===== config.mk =====
export PLATFORM = sky130hd
export DESIGN_NAME = delay_path_meter
export DESIGN_NICKNAME = d
export VERILOG_FILES = /design/src/rtl/dpm_pkg.sv /design/src/rtl/dpm_sync.sv /design/src/rtl/delay_path_meter.sv
export SDC_FILE = /design/constraint.sdc
export NUM_CORES = 1
export LEC_CHECK = 0
export ABC_AREA = 1
export CELL_PAD_IN_SITES_DETAIL_PLACEMENT = 0
export CELL_PAD_IN_SITES_GLOBAL_PLACEMENT = 1
export CORE_MARGIN = 2
export CORE_UTILIZATION = 42
export CTS_CLUSTER_DIAMETER = 40
export CTS_CLUSTER_SIZE = 12
export DETAILED_ROUTE_END_ITERATION = 6
export GPL_ROUTABILITY_DRIVEN = 0
export PLACE_DENSITY = 0.95
export RECOVER_POWER = 25
export SETUP_SLACK_MARGIN = 0.2
export SYNTH_ARGS = -nofsm -noshare
export SYNTH_HDL_FRONTEND = slang
export SYNTH_SLANG_ARGS = --single-unit

===== constraint.sdc =====
create_clock -name clk -period 3.4 [get_ports clk]
set_input_delay 1.02 -clock clk [delete_from_list [all_inputs] [get_ports clk]]
set_output_delay 1.02 -clock clk [all_outputs]
set_load 0.02 [all_outputs]

===== src/rtl/dpm_pkg.sv =====
// dpm_pkg: state encodings and averaging constants shared by delay_path_meter.
// Latency: n/a (declarations only).
// Backpressure: n/a.
package dpm_pkg;

    // Measurement sequencer states
    localparam logic [2:0] ST_IDLE     = 3'd0;
    localparam logic [2:0] ST_LAUNCH_R = 3'd1;
    localparam logic [2:0] ST_WAIT_R   = 3'd2;
    localparam logic [2:0] ST_LAUNCH_F = 3'd3;
    localparam logic [2:0] ST_WAIT_F   = 3'd4;
    localparam logic [2:0] ST_REPORT   = 3'd5;

    // Averaging: number of rise/fall runs per start and its log2
    localparam int AVG_RUNS  = 8;
    localparam int AVG_SHIFT = 3;

    // Depth of the return-path synchronizer; it is also the smallest
    // count a measurement can produce, since the first samples seen in a
    // WAIT state were taken before the launch edge left the chip.
    localparam int SYNC_STAGES = 2;

endpackage


===== src/rtl/dpm_sync.sv =====
// dpm_sync: two-flop synchronizer for one asynchronous bit.
// Latency: 2 clk cycles from d_i to q_o.
// Backpressure: none; samples every cycle.
module dpm_sync (
    input  logic clk,
    input  logic rst,
    input  logic d_i,
    output logic q_o
);

    logic meta_q;
    logic sync_q;

    // Two-stage capture; the first flop may go metastable, the second resolves it
    always_ff @(posedge clk) begin
        if (rst) begin
            meta_q <= 1'b0;
            sync_q <= 1'b0;
        end else begin
            meta_q <= d_i;
            sync_q <= meta_q;
        end
    end

    assign q_o = sync_q;

endmodule


===== src/rtl/delay_path_meter.sv =====
// delay_path_meter: measures rise and fall delay of one external chain per start; DPM_AVG_EN averages 8 runs.
// Latency: about rise+fall delay + 6 cycles per run (counts include 2 sync stages), capped by TIMEOUT per edge.
// Backpressure: none; start is accepted only in IDLE and ignored while busy.
module delay_path_meter
    import dpm_pkg::*;
#(
    parameter  int CHANNELS = 4,
    parameter  int CNT_W    = 16,
    parameter  int TIMEOUT  = 1023,
    localparam int SEL_W    = (CHANNELS > 1) ? $clog2(CHANNELS) : 1
) (
    input  logic                clk,
    input  logic                rst,
    input  logic                start,
    input  logic [SEL_W-1:0]    ch_sel,
    output logic [CHANNELS-1:0] path_launch,
    input  logic [CHANNELS-1:0] path_return,
    output logic                busy,
    output logic                done,
    output logic [CNT_W-1:0]    rise_cnt,
    output logic [CNT_W-1:0]    fall_cnt,
    output logic                timeout
);

    localparam logic [CNT_W-1:0] TO_V   = CNT_W'(TIMEOUT);
    localparam logic [CNT_W-1:0] MIN_V  = CNT_W'(SYNC_STAGES);

    logic [2:0]          state_q,   state_d;
    logic [SEL_W-1:0]    ch_q,      ch_d;
    logic [CHANNELS-1:0] launch_q,  launch_d;
    logic [CNT_W-1:0]    cnt_q,     cnt_d;
    logic [CNT_W-1:0]    rise_q,    rise_d;
    logic [CNT_W-1:0]    fall_q,    fall_d;
    logic                timeout_q, timeout_d;
    logic                to_run_q,  to_run_d;

    logic [CHANNELS-1:0] ret_sync;
    logic [SEL_W-1:0]    ch_sel_safe;
    logic                ret_ch;
    logic                target;
    logic                hit;
    logic                expire;

`ifdef DPM_AVG_EN
    localparam int ACC_W = CNT_W + AVG_SHIFT;
    localparam logic [AVG_SHIFT-1:0] LAST_RUN = AVG_SHIFT'(AVG_RUNS - 1);

    logic [AVG_SHIFT-1:0] run_q,      run_d;
    logic [ACC_W-1:0]     rise_acc_q, rise_acc_d;
    logic [ACC_W-1:0]     fall_acc_q, fall_acc_d;
    logic [ACC_W-1:0]     fall_sum;

    assign fall_sum = fall_acc_q + ACC_W'(cnt_q);
`endif

    genvar g;
    generate
        for (g = 0; g < CHANNELS; g++) begin : g_sync
            dpm_sync u_sync (
                .clk (clk),
                .rst (rst),
                .d_i (path_return[g]),
                .q_o (ret_sync[g])
            );
        end
    endgenerate

    // Out-of-range channel requests fall back to channel 0
    assign ch_sel_safe = (int'(ch_sel) < CHANNELS) ? ch_sel : '0;

    // Edge detection for the channel under test: samples younger than the
    // synchronizer depth predate the launch edge and are not trusted.
    // A return that lands exactly on the TIMEOUT count still counts as a hit.
    assign ret_ch = ret_sync[ch_q];
    assign target = (state_q == ST_WAIT_R);
    assign hit    = (ret_ch == target) && (cnt_q >= MIN_V);
    assign expire = !hit && (cnt_q == TO_V);

    // Sequencer next-state and datapath updates
    always_comb begin
        state_d   = state_q;
        ch_d      = ch_q;
        launch_d  = launch_q;
        cnt_d     = cnt_q;
        rise_d    = rise_q;
        fall_d    = fall_q;
        timeout_d = timeout_q;
        to_run_d  = to_run_q;
`ifdef DPM_AVG_EN
        run_d      = run_q;
        rise_acc_d = rise_acc_q;
        fall_acc_d = fall_acc_q;
`endif

        case (state_q)
            ST_IDLE: begin
                if (start) begin
                    ch_d      = ch_sel_safe;
                    timeout_d = 1'b0;
                    to_run_d  = 1'b0;
`ifdef DPM_AVG_EN
                    run_d      = '0;
                    rise_acc_d = '0;
                    fall_acc_d = '0;
`endif
                    state_d   = ST_LAUNCH_R;
                end
            end

            ST_LAUNCH_R: begin
                launch_d       = '0;
                launch_d[ch_q] = 1'b1;
                cnt_d          = '0;
                state_d        = ST_WAIT_R;
            end

            ST_WAIT_R: begin
                if (hit || expire) begin
                    // cnt_q already equals TIMEOUT on expiry, so it is the stored value either way
`ifdef DPM_AVG_EN
                    rise_acc_d = rise_acc_q + ACC_W'(cnt_q);
`else
                    rise_d     = cnt_q;
`endif
                    if (expire) begin
                        to_run_d = 1'b1;
                        // Drop the launch now so the chain starts settling low
                        launch_d = '0;
                    end
                    state_d = ST_LAUNCH_F;
                end else begin
                    cnt_d = cnt_q + 1'b1;
                end
            end

            ST_LAUNCH_F: begin
                launch_d = '0;
                cnt_d    = '0;
                state_d  = ST_WAIT_F;
            end

            ST_WAIT_F: begin
                if (hit || expire) begin
`ifdef DPM_AVG_EN
                    fall_acc_d = fall_sum;
                    if (expire) begin
                        to_run_d = 1'b1;
                    end
                    if (run_q == LAST_RUN) begin
                        rise_d    = rise_acc_q[AVG_SHIFT +: CNT_W];
                        fall_d    = fall_sum[AVG_SHIFT +: CNT_W];
                        timeout_d = to_run_q | expire;
                        state_d   = ST_REPORT;
                    end else begin
                        run_d   = run_q + 1'b1;
                        state_d = ST_LAUNCH_R;
                    end
`else
                    fall_d    = cnt_q;
                    timeout_d = to_run_q | expire;
                    state_d   = ST_REPORT;
`endif
                end else begin
                    cnt_d = cnt_q + 1'b1;
                end
            end

            ST_REPORT: begin
                state_d = ST_IDLE;
            end

            default: begin
                launch_d = '0;
                state_d  = ST_IDLE;
            end
        endcase
    end

    // State and result registers; reset aborts any run without a done pulse
    always_ff @(posedge clk) begin
        if (rst) begin
            state_q   <= ST_IDLE;
            ch_q      <= '0;
            launch_q  <= '0;
            cnt_q     <= '0;
            rise_q    <= '0;
            fall_q    <= '0;
            timeout_q <= 1'b0;
            to_run_q  <= 1'b0;
        end else begin
            state_q   <= state_d;
            ch_q      <= ch_d;
            launch_q  <= launch_d;
            cnt_q     <= cnt_d;
            rise_q    <= rise_d;
            fall_q    <= fall_d;
            timeout_q <= timeout_d;
            to_run_q  <= to_run_d;
        end
    end

`ifdef DPM_AVG_EN
    // Run counter and per-edge accumulators for the averaged build
    always_ff @(posedge clk) begin
        if (rst) begin
            run_q      <= '0;
            rise_acc_q <= '0;
            fall_acc_q <= '0;
        end else begin
            run_q      <= run_d;
            rise_acc_q <= rise_acc_d;
            fall_acc_q <= fall_acc_d;
        end
    end
`endif

    assign path_launch = launch_q;
    assign busy        = (state_q != ST_IDLE) && (state_q != ST_REPORT);
    assign done        = (state_q == ST_REPORT);
    assign rise_cnt    = rise_q;
    assign fall_cnt    = fall_q;
    assign timeout     = timeout_q;

endmodule

==> Word level (Yosys, flattened, before mapping) <==
Index checks and enable logic that the tools add are counted.
W data, S select, Z words.
{ "op_classes": {"add_sub_neg": 1, "n_lt_le_gt_ge": 3, "n_eq_ne": 13, "mux": 19, "bitwise": 2, "n_reduce_logical": 22} }
{ "ops": {"columns": ["cell", "count"], "rows": [
  ["$pmux W16 S2", 1],
  ["$add A16 B1 Y16 const B", 1],
  ["$eq A16 B10 Y1 const B", 1],
  ["$ge A16 B2 Y1 const B", 1],
  ["$mux W16", 1],
  ["$pmux W3 S5", 1],
  ["$pmux W4 S3", 1],
  ["$mux W3", 3],
  ["$reduce_and A3 Y1", 3],
  ["$mux W4", 2],
  ["$reduce_and A2 Y1", 4],
  ["$eq A3 B2 Y1 const B", 2],
  ["$eq A3 B3 Y1 const B", 2],
  ["$mux W1", 6],
  ["$ne A2 B2 Y1 const B", 3],
  ["$reduce_bool A2 Y1", 3],
  ["$logic_and A1 B1 Y1", 4],
  ["$ne A2 B1 Y1 const B", 2],
  ["$pmux W1 S2", 2],
  ["$reduce_and A4 Y1", 1],
  ["$reduce_or A2 Y1", 2],
  ["$eq A3 B1 Y1 const B", 1],
  ["$logic_not A3 Y1", 1],
  ["$lt A2 B3 Y1 const B", 1],
  ["other kinds (11)", 11]
]} }
{ "word_totals": {"reg_bits": 67, "input_bits": 9, "out_inout_bits": 39, "wordCells": 76} }

==> Depth between registers and ports, before layout <==
Gate-level depths: netlist of run 1.
{ "depth": {"depth_word": 9, "depth_mapped": 13, "ltp_nobuf": 13} }

==> Hierarchy <==
Synthesis of run 1 repeated with hierarchy kept, for this count alone.
{ "unflattened": {"cells_unflattened": 418, "hier_area_um2": 3072.9} }
{ "by_module_without_submodules": {"columns": ["mod", "n_inst", "cells_per_inst", "area_each_um2", "seq_area_each_um2"], "rows": [
  ["delay_path_meter", 1, 394, 2852.7, 1181.1],
  ["dpm_sync", 4, 6, 55.1, 40.0]
]} }

==> Worst setup path after synthesis of run 1 <==
No wires, ideal clock.
{ "synth_timing": {"path_type": "reg2out", "from": "register state_q[1]", "to": "output port busy", "arrival_time_ns": 0.877, "t_required_ns": 2.380, "slack_ns": 1.503, "stages_incl_launch_ff": 7, "path_buffers": 0, "cell_sequence": "dfxtp_1 -> nor2_1 -> inv_1 -> nor2_1 -> inv_1 -> o21ai_0 -> inv_1"} }
{ "synth_between": {"elab_chain_cells": 2, "word_cells_on_any_way": 3, "classes_between": "1 x eq/ne; 2 x reduce/logical"} }
{ "synth_lines": {"columns": ["item", "line", "text"], "rows": [
  ["from (decl)", "delay_path_meter.sv:28", "logic [2:0] state_q, state_d;"],
  ["from (signal assigned)", "delay_path_meter.sv:191", "state_q <= state_d;"],
  ["$ne A3 B3 Y1 / $reduce_bool A3 Y1 (equally long branches)", "delay_path_meter.sv:218", "assign busy = (state_q != ST_IDLE) && (state_q != ST_REPORT);"],
  ["$logic_and A1 B1 Y1 *", "delay_path_meter.sv:218", null],
  ["to (decl)", "delay_path_meter.sv:18", "output logic busy,"]
]} }
Every way passes the cells marked *; elsewhere a longest branch is shown, timed or not.

==> Worst setup path in the final report of run 1 <==
{ "layout_timing": {"from": "register cnt_q[0]", "to": "register cnt_q[0]"} }
{ "layout_between": {"elab_chain_cells": 7, "word_cells_on_any_way": 11, "classes_between": "1 x add/sub; 1 x order compare; 2 x eq/ne; 2 x mux; 5 x reduce/logical"} }
{ "layout_lines": {"columns": ["item", "line", "text"], "rows": [
  ["from (decl)", "delay_path_meter.sv:31", "logic [CNT_W-1:0] cnt_q, cnt_d;"],
  ["from (signal assigned)", "delay_path_meter.sv:194", "cnt_q <= cnt_d;"],
  ["$ge A16 B2 Y1", "delay_path_meter.sv:76", "assign hit = (ret_ch == target) && (cnt_q >= MIN_V);"],
  ["$logic_and A1 B1 Y1", "delay_path_meter.sv:76", null],
  ["$logic_not A1 Y1", "delay_path_meter.sv:77", "assign expire = !hit && (cnt_q == TO_V);"],
  ["$logic_and A1 B1 Y1", "delay_path_meter.sv:77", null],
  ["$logic_or A1 B1 Y1", "delay_path_meter.sv:118, delay_path_meter.sv:143", null],
  ["$ne A2 B2 Y1 (no line)", null, null],
  ["$reduce_and A2 Y1 (no line)", null, null]
]} }
Several ways; a longest one is shown, not always the timed one. The select of a mux whose other input is x is not followed.
A chain may end at the register's enable or synchronous reset.

==> metrics.txt, run 1 <==
outcome completed; post-layout power 2363 uW; layout cells sized above 1 10.81%; Net Sw Frac 35.18%; Cell variety after synth 32; mux contribution to synthesized area 0%; top cell type by total area after synthesis dfxtp_1; reg2reg end cnt_q[0]; first-pass GRT wire length 11860 um; synth warn 0; reg2reg start cnt_q[0]; # setup viols final 0; maximum clock insertion buffer count 2; Final Slew Violations 0; R2R setup slack 0.52 ns; xor/xnor cell area share of the yosys netlist 1.948%; synth top area cells dfxtp_1 43%, nor2_1 13%, nand2_1 6.8%; routed vias/inst 4.797; Antenna diodes 0; achievable frequency 0.3473 GHz; drt initial violations 215; setup TNS 0 ns; Critical Path AT 3.12 ns; Peak VDD IR 227.6 uV; post-synthesis simple-gate area fraction 34.50%; WL/cell 11.96 um; NetSw 831.3 uW; DRT Pass-1 Iters 4; fin crit period 2.879 ns; CTS tree built; Clock Skews 0.007562 ns; Mean Syn Cell Area 7.287 um2; part of the Yosys area used for sequential elements 42.61%; CP bufs+invs 2; largest net degree at the start of global routing 33; final hold vios 0; Remaining DRCs 0; fillcell total 723; RSZ-0062 raised after global routing no; H-tree levels 3; worst path required time 3.64 ns; cells along the critical path inv_1 > ha_1 > nor2_1 > nand2_1 > nor2_1 > nand2_1 > nand3_1 > nand3_1 > nand2_4 > inv_1 > nor2_1 > nor2_1; nets 487; Area Overhead vs Synth 21.66%; compound-gate portion of the synthesized area 11.01%; PD cells 616.9 nW/um2; vias 2782; die extent in x 90.58 um; Synth top area share 42.61%; Initial Util 43.40%; hold crit path type reg -> reg; Int Pwr 1531 uW; total die area 8204 um2; Sink Count 67; Largest stage delay, worst path 0.65 ns; Congestion Overflow GR 0; largest family of logic cells by synthesized area simple AND/OR/NAND/NOR gates; number of gates resized after CTS 0; DRT Wirelength 6934 um; Post-Syn Instances 432; Worst setup EP type register; Post-CTS Hold Buffers 0; DP Wirelength 4902 um; Top cell by count, worst path nor2_1; Num CTS Buffers 9; Setup crit start kind register; Static Leak 0.001482 uW; Cell Area, Synth 3148 um2; Ports 48; max-cap violations 0; Post-CTS Setup Inserts 0; Crit Path Max Fanout 18; Max-Slew Margin vs Limit 2.279%; initial antenna violation count 0; total track usage 17.83%; Clk pwr share 31.6%; combinational share of power 29.3%; # rows 31; Hold WS 0.4027 ns; vias in the first global route 2483; Placeable Area 7253 um2; synthesis-stage register bit count 67; family with the most delay on the worst path simple AND/OR/NAND/NOR gates; post-synth net total 443; Die Ht 90.58 um; Root Driver clkbuf_8; Sequential Power Share 39.1%; Critical-path top delay cell nand3_1; Final Cycle Share 84.68%; Crit path depth 12; Port Buffers 47; Worst-path clk slew 0.07 ns; worst setup path start cnt_q[0]; worst slew pin tran 1.466 ns; crit path to cnt_q[0]; Final ANT Viol Nets 0; worst reg-to-reg path cell count 12; Synth Area in Adders 0.7949%; CP Class reg -> reg; worst skew pair latency 0.34 ns
## power groups by stage
stage | clock network, uW | logic, uW | registers [uW]
after floorplan | 0 | 493 | 985
after global routing | 796 | 773 | 935
after global placement | 0 | 716 | 935
after CTS | 762 | 730 | 922
final | 747 | 692 | 924
after detailed placement | 0 | 726 | 940
## cell type report
type / instances / area (um2) / area share [%]
clock buffers: 10 / 137.6 / 3.594
clock inverters: 6 / 88.84 / 2.320
inverters: 42 / 170.2 / 4.443
multi-input cells: 306 / 1479 / 38.61
flip-flops and latches: 67 / 1341 / 35.02
well taps: 99 / 123.9 / 3.234
repair buffers: 50 / 489.2 / 12.77
## layer usage
metal	track usage [%]	wire [um]
met1	23.27	3275
met2	28.48	3137
met3	4.341	431
met4	6.795	89
met5	0	0
## worst min-delay path by stage
stage / to / slack [ns] / start / cells past startpoint
floorplan: g_sync[0].u_sync.q_o / 0.39 / g_sync[0].u_sync.meta_q / 2
CTS: g_sync[0].u_sync.q_o / 0.41 / g_sync[0].u_sync.meta_q / 2
global placement: g_sync[3].u_sync.q_o / 0.39 / g_sync[3].u_sync.meta_q / 2
global route: g_sync[0].u_sync.q_o / 0.41 / g_sync[0].u_sync.meta_q / 2
detailed placement: g_sync[0].u_sync.q_o / 0.39 / g_sync[0].u_sync.meta_q / 2
finish: g_sync[0].u_sync.q_o / 0.40 / g_sync[0].u_sync.meta_q / 2
## cells in the final DEF (no fill, tap or decap), drive strengths merged
| master | netlist | final |
|---|---|---|
| clkbuf | 9 | 11 |
| xnor2 | 2 | 2 |
| o21ai | 39 | 39 |
| clkinv | 1 | 3 |
| ha | 2 | 2 |
| a21oi | 25 | 25 |
| inv | 41 | 41 |
| dlygate4sd3 | 0 | 1 |
| clkdlybuf4s50 | 0 | 46 |
| and3 | 1 | 1 |
| nor3 | 4 | 4 |
| nand4 | 6 | 6 |
| xor2 | 5 | 5 |
| nand3 | 33 | 33 |
| clkinvlp | 0 | 2 |
| nand2 | 74 | 74 |
| nor2 | 115 | 115 |
| buf | 8 | 2 |
| bufinv | 0 | 2 |
| dfxtp | 67 | 67 |
## synth_stat cells
library cell / n
a21oi_1: 18
a21oi_2: 7
and3_1: 1
buf_1: 1
buf_2: 1
buf_6: 4
buf_8: 2
clkbuf_1: 9
clkinv_4: 1
dfxtp_1: 67
ha_1: 2
inv_1: 35
inv_2: 4
inv_4: 1
inv_6: 1
nand2_1: 57
nand2_2: 12
nand2_4: 4
nand2_8: 1
nand3_1: 30
nand3_2: 1
nand3_4: 2
nand4_1: 6
nor2_1: 113
nor2_2: 1
nor2_8: 1
nor3_1: 2
nor3_4: 2
o21ai_0: 19
o21ai_1: 20
xnor2_1: 2
xor2_1: 5
## flip-flops by register name, indices dropped and copies added (netlist names)
signal                cells
g_sync.u_sync.meta_q      4
g_sync.u_sync.q_o         4
to_run_q                  1
cnt_q                    16
path_launch               4
fall_cnt                 16
rise_cnt                 16
ch_q                      2
timeout                   1
state_q                   3
## per-stage QoR
| stage | std cells | util (%) | worst slack (ns) | cell area (um2) |
|---|---|---|---|---|
| finish | 580 | 52.80 | 0.5208 | 3830 |
| global route | 580 | 52.80 | 0.2245 | 3830 |
| CTS | 580 | 53.41 | 0.5399 | 3874 |
| detailed placement | 564 | 50.28 | 0.9296 | 3647 |
| global placement | 564 | 50.28 | 1.000 | 3647 |
| floorplan | 432 | - | 1.503 | 3148 |
## kinds of logic (layout without fill, tap and decap cells)
| group | after synthesis | in the layout |
|---|---|---|
| AND/OR/NAND/NOR | 233 | 233 |
| flip-flops | 67 | 67 |
| AO/OA/AOI/OAI | 64 | 64 |
| buffers and inverters | 59 | 108 |
| XOR/XNOR | 7 | 7 |
| adder cells (fa/ha/maj) | 2 | 2 |
## worst min-delay path: cells and delay by family (launching register included)
kind	cells	cell delay, ns
buffers and inverters	1	0.04
DFF	1	0.30
and+or+nand+nor	1	0.03
No activity file was read; power rests on OpenSTA's default activity.
==> run 2, diff against run 1 <==
--- a/config.mk
+++ b/config.mk
@@ -9,12 +9,12 @@
 export CELL_PAD_IN_SITES_DETAIL_PLACEMENT = 0
 export CELL_PAD_IN_SITES_GLOBAL_PLACEMENT = 1
 export CORE_MARGIN = 2
-export CORE_UTILIZATION = 42
+export CORE_UTILIZATION = 35
 export CTS_CLUSTER_DIAMETER = 40
 export CTS_CLUSTER_SIZE = 12
 export DETAILED_ROUTE_END_ITERATION = 6
 export GPL_ROUTABILITY_DRIVEN = 0
-export PLACE_DENSITY = 0.95
+export PLACE_DENSITY = 0.87
 export RECOVER_POWER = 25
 export SETUP_SLACK_MARGIN = 0.2
 export SYNTH_ARGS = -nofsm -noshare
==> constraint.sdc (replaced) <==
create_clock -name clk -period 2.3 [get_ports clk]
set_input_delay 0.69 -clock clk [delete_from_list [all_inputs] [get_ports clk]]
set_output_delay 0.69 -clock clk [all_outputs]
set_load 0.02 [all_outputs]
==> metrics.txt, run 2 (synthesis results as in run 1) <==
outcome completed; Largest stage delay, worst path 0.35 ns; Clock Skews 0.008030 ns; maximum clock insertion buffer count 2; family with the most delay on the worst path buffers and inverters; total die area 9769 um2; die extent in x 98.84 um; Final ANT Viol Nets 0; CP bufs+invs 3; setup TNS 0 ns; Critical-path top delay cell dfxtp_1; Final Cycle Share 89.69%; Setup crit start kind register; worst skew pair latency 0.35 ns; critical hold path startpoint g_sync[1].u_sync.meta_q; vias in the first global route 2695; Sink Count 67; first-pass GRT wire length 12300 um; CP Class reg -> out; layout cells sized above 1 14.08%; Num CTS Buffers 9; vias 2822; Crit path depth 5; Die Ht 98.84 um; hold crit path type reg -> reg; Static Leak 0.001552 uW; Final Slew Violations 0; worst slew pin tran 0.6850 ns; total track usage 15.41%; Port Buffers 47; DP Wirelength 5041 um; Placeable Area 8721 um2; fin crit period 2.063 ns; reg2reg start cnt_q[0]; cells along the critical path inv_1 > nand2_1 > o21ai_0 > inv_1 > clkbuf_2; Max-Slew Margin vs Limit 54.33%; final hold vios 0; reg2reg end cnt_q[9]; routed vias/inst 4.719; Worst-path clk slew 0.08 ns; most frequent cells in the layout 111 x nor2_1, 66 x dfxtp_1, 57 x nand2_1; Antenna diodes 0; Critical Path AT 1.37 ns; Area Overhead vs Synth 26.79%; R2R setup slack 0.26 ns; # rows 34; Remaining DRCs 0; fillcell total 897; DP Cell Count 576; Final Non-Filler Cells 598; H-tree levels 3; largest net degree at the start of global routing 33; RSZ-0062 raised after global routing yes; # setup viols final 0; Ports 48; max-cap violations 0; Hold WS 0.4033 ns; CTS tree built; Hold Path Sink g_sync[1].u_sync.q_o; Root Driver clkbuf_8; Initial Util 36.10%; achievable frequency 0.4847 GHz; Worst setup EP type primary output; WL/cell 11.80 um; initial antenna violation count 0; Peak VDD IR 321.8 uV; worst path required time 1.61 ns; nets 496; Worst Hold Depth 2; worst reg-to-reg path cell count 10; PD cells 908.8 nW/um2; commonest non-fill, non-tap cell in the layout nor2_1; DRT Pass-1 Iters 4; Top cell by count, worst path inv_1; drt initial violations 106; post-layout util 45.77%; DRT Wirelength 7055 um; Crit Path Max Fanout 7; Congestion Overflow GR 0
[run 2: changes by cell type in the layout (fill, tap and decap cells not counted), moves of 2 or more]
cell	change
buf_4	+6
clkdlybuf4s50_1	-3
nand2_8	+3
nand3_4	+2
clkbuf_2	+3
nor2_1	-2
nand2_1	-2
nand3_1	-2
nor2_2	+2
[run 2: worst max path at each step]
| stage | from | endpoint | slack, ns |
|---|---|---|---|
| after global placement | state_q[1] | busy | 0.23 |
| after CTS | state_q[1] | busy | 0.06 |
| after detailed placement | state_q[1] | busy | 0.22 |
| after global routing | cnt_q[0] | cnt_q[9] | 0.09 |
| final | state_q[1] | busy | 0.24 |
| after floorplan | cnt_q[1] | cnt_q[10] | 0.54 |
[run 2: layer usage]
layer	vias up	routed length (um)	global-route usage, %
met4	0	80	6.217
li1	1482	-	-
met2	57	3247	25.83
met5	-	0	0
met1	1278	3423	18.93
met3	5	303	3.830
[run 2: layout make-up]
| class | count | area [um2] | area share [%] |
|---|---|---|---|
| inverters | 42 | 177.7 | 4.451 |
| repair buffers | 58 | 556.8 | 13.95 |
| clock buffers | 10 | 127.6 | 3.197 |
| multi-input cells | 307 | 1562 | 39.12 |
| flip-flops and latches | 67 | 1343 | 33.64 |
| well taps | 108 | 135.1 | 3.386 |
| clock inverters | 6 | 90.09 | 2.257 |
[run 2: timing repair]
action | 4_1_cts | 5_1_grt
hold endpoints to repair | 0 | 0
gates resized for setup | 2 | 14
endpoints found under the setup margin | 2 | 52
buffers inserted | 0 | 5
cloned | 0 | 1
pin swaps | 0 | 2
hold buffers | 0 | 0
[run 2: metrics by stage]
stage	worst slack, ns	cell area [um2]	total power [uW]
finish	0.2371	3991	3628
floorplan	0.5407	3148	2185
detailed placement	0.2247	3694	2486
global route	0.09339	3991	3845
CTS	0.06214	3909	3542
global placement	0.2289	3694	2471
[run 2: tightest hold or removal path, delay by kind of cell (launching register included)]
family | cells | cell delay, ns
simple gates | 1 | 0.03
buf+inv | 1 | 0.04
flops | 1 | 0.30
[run 2: power by group]
group | leakage (uW) | switching [uW] | internal (uW)
registers | 0.000544 | 88.8 | 1270
logic | 0.000901 | 760 | 430
clock network | 0.000106 | 462 | 612
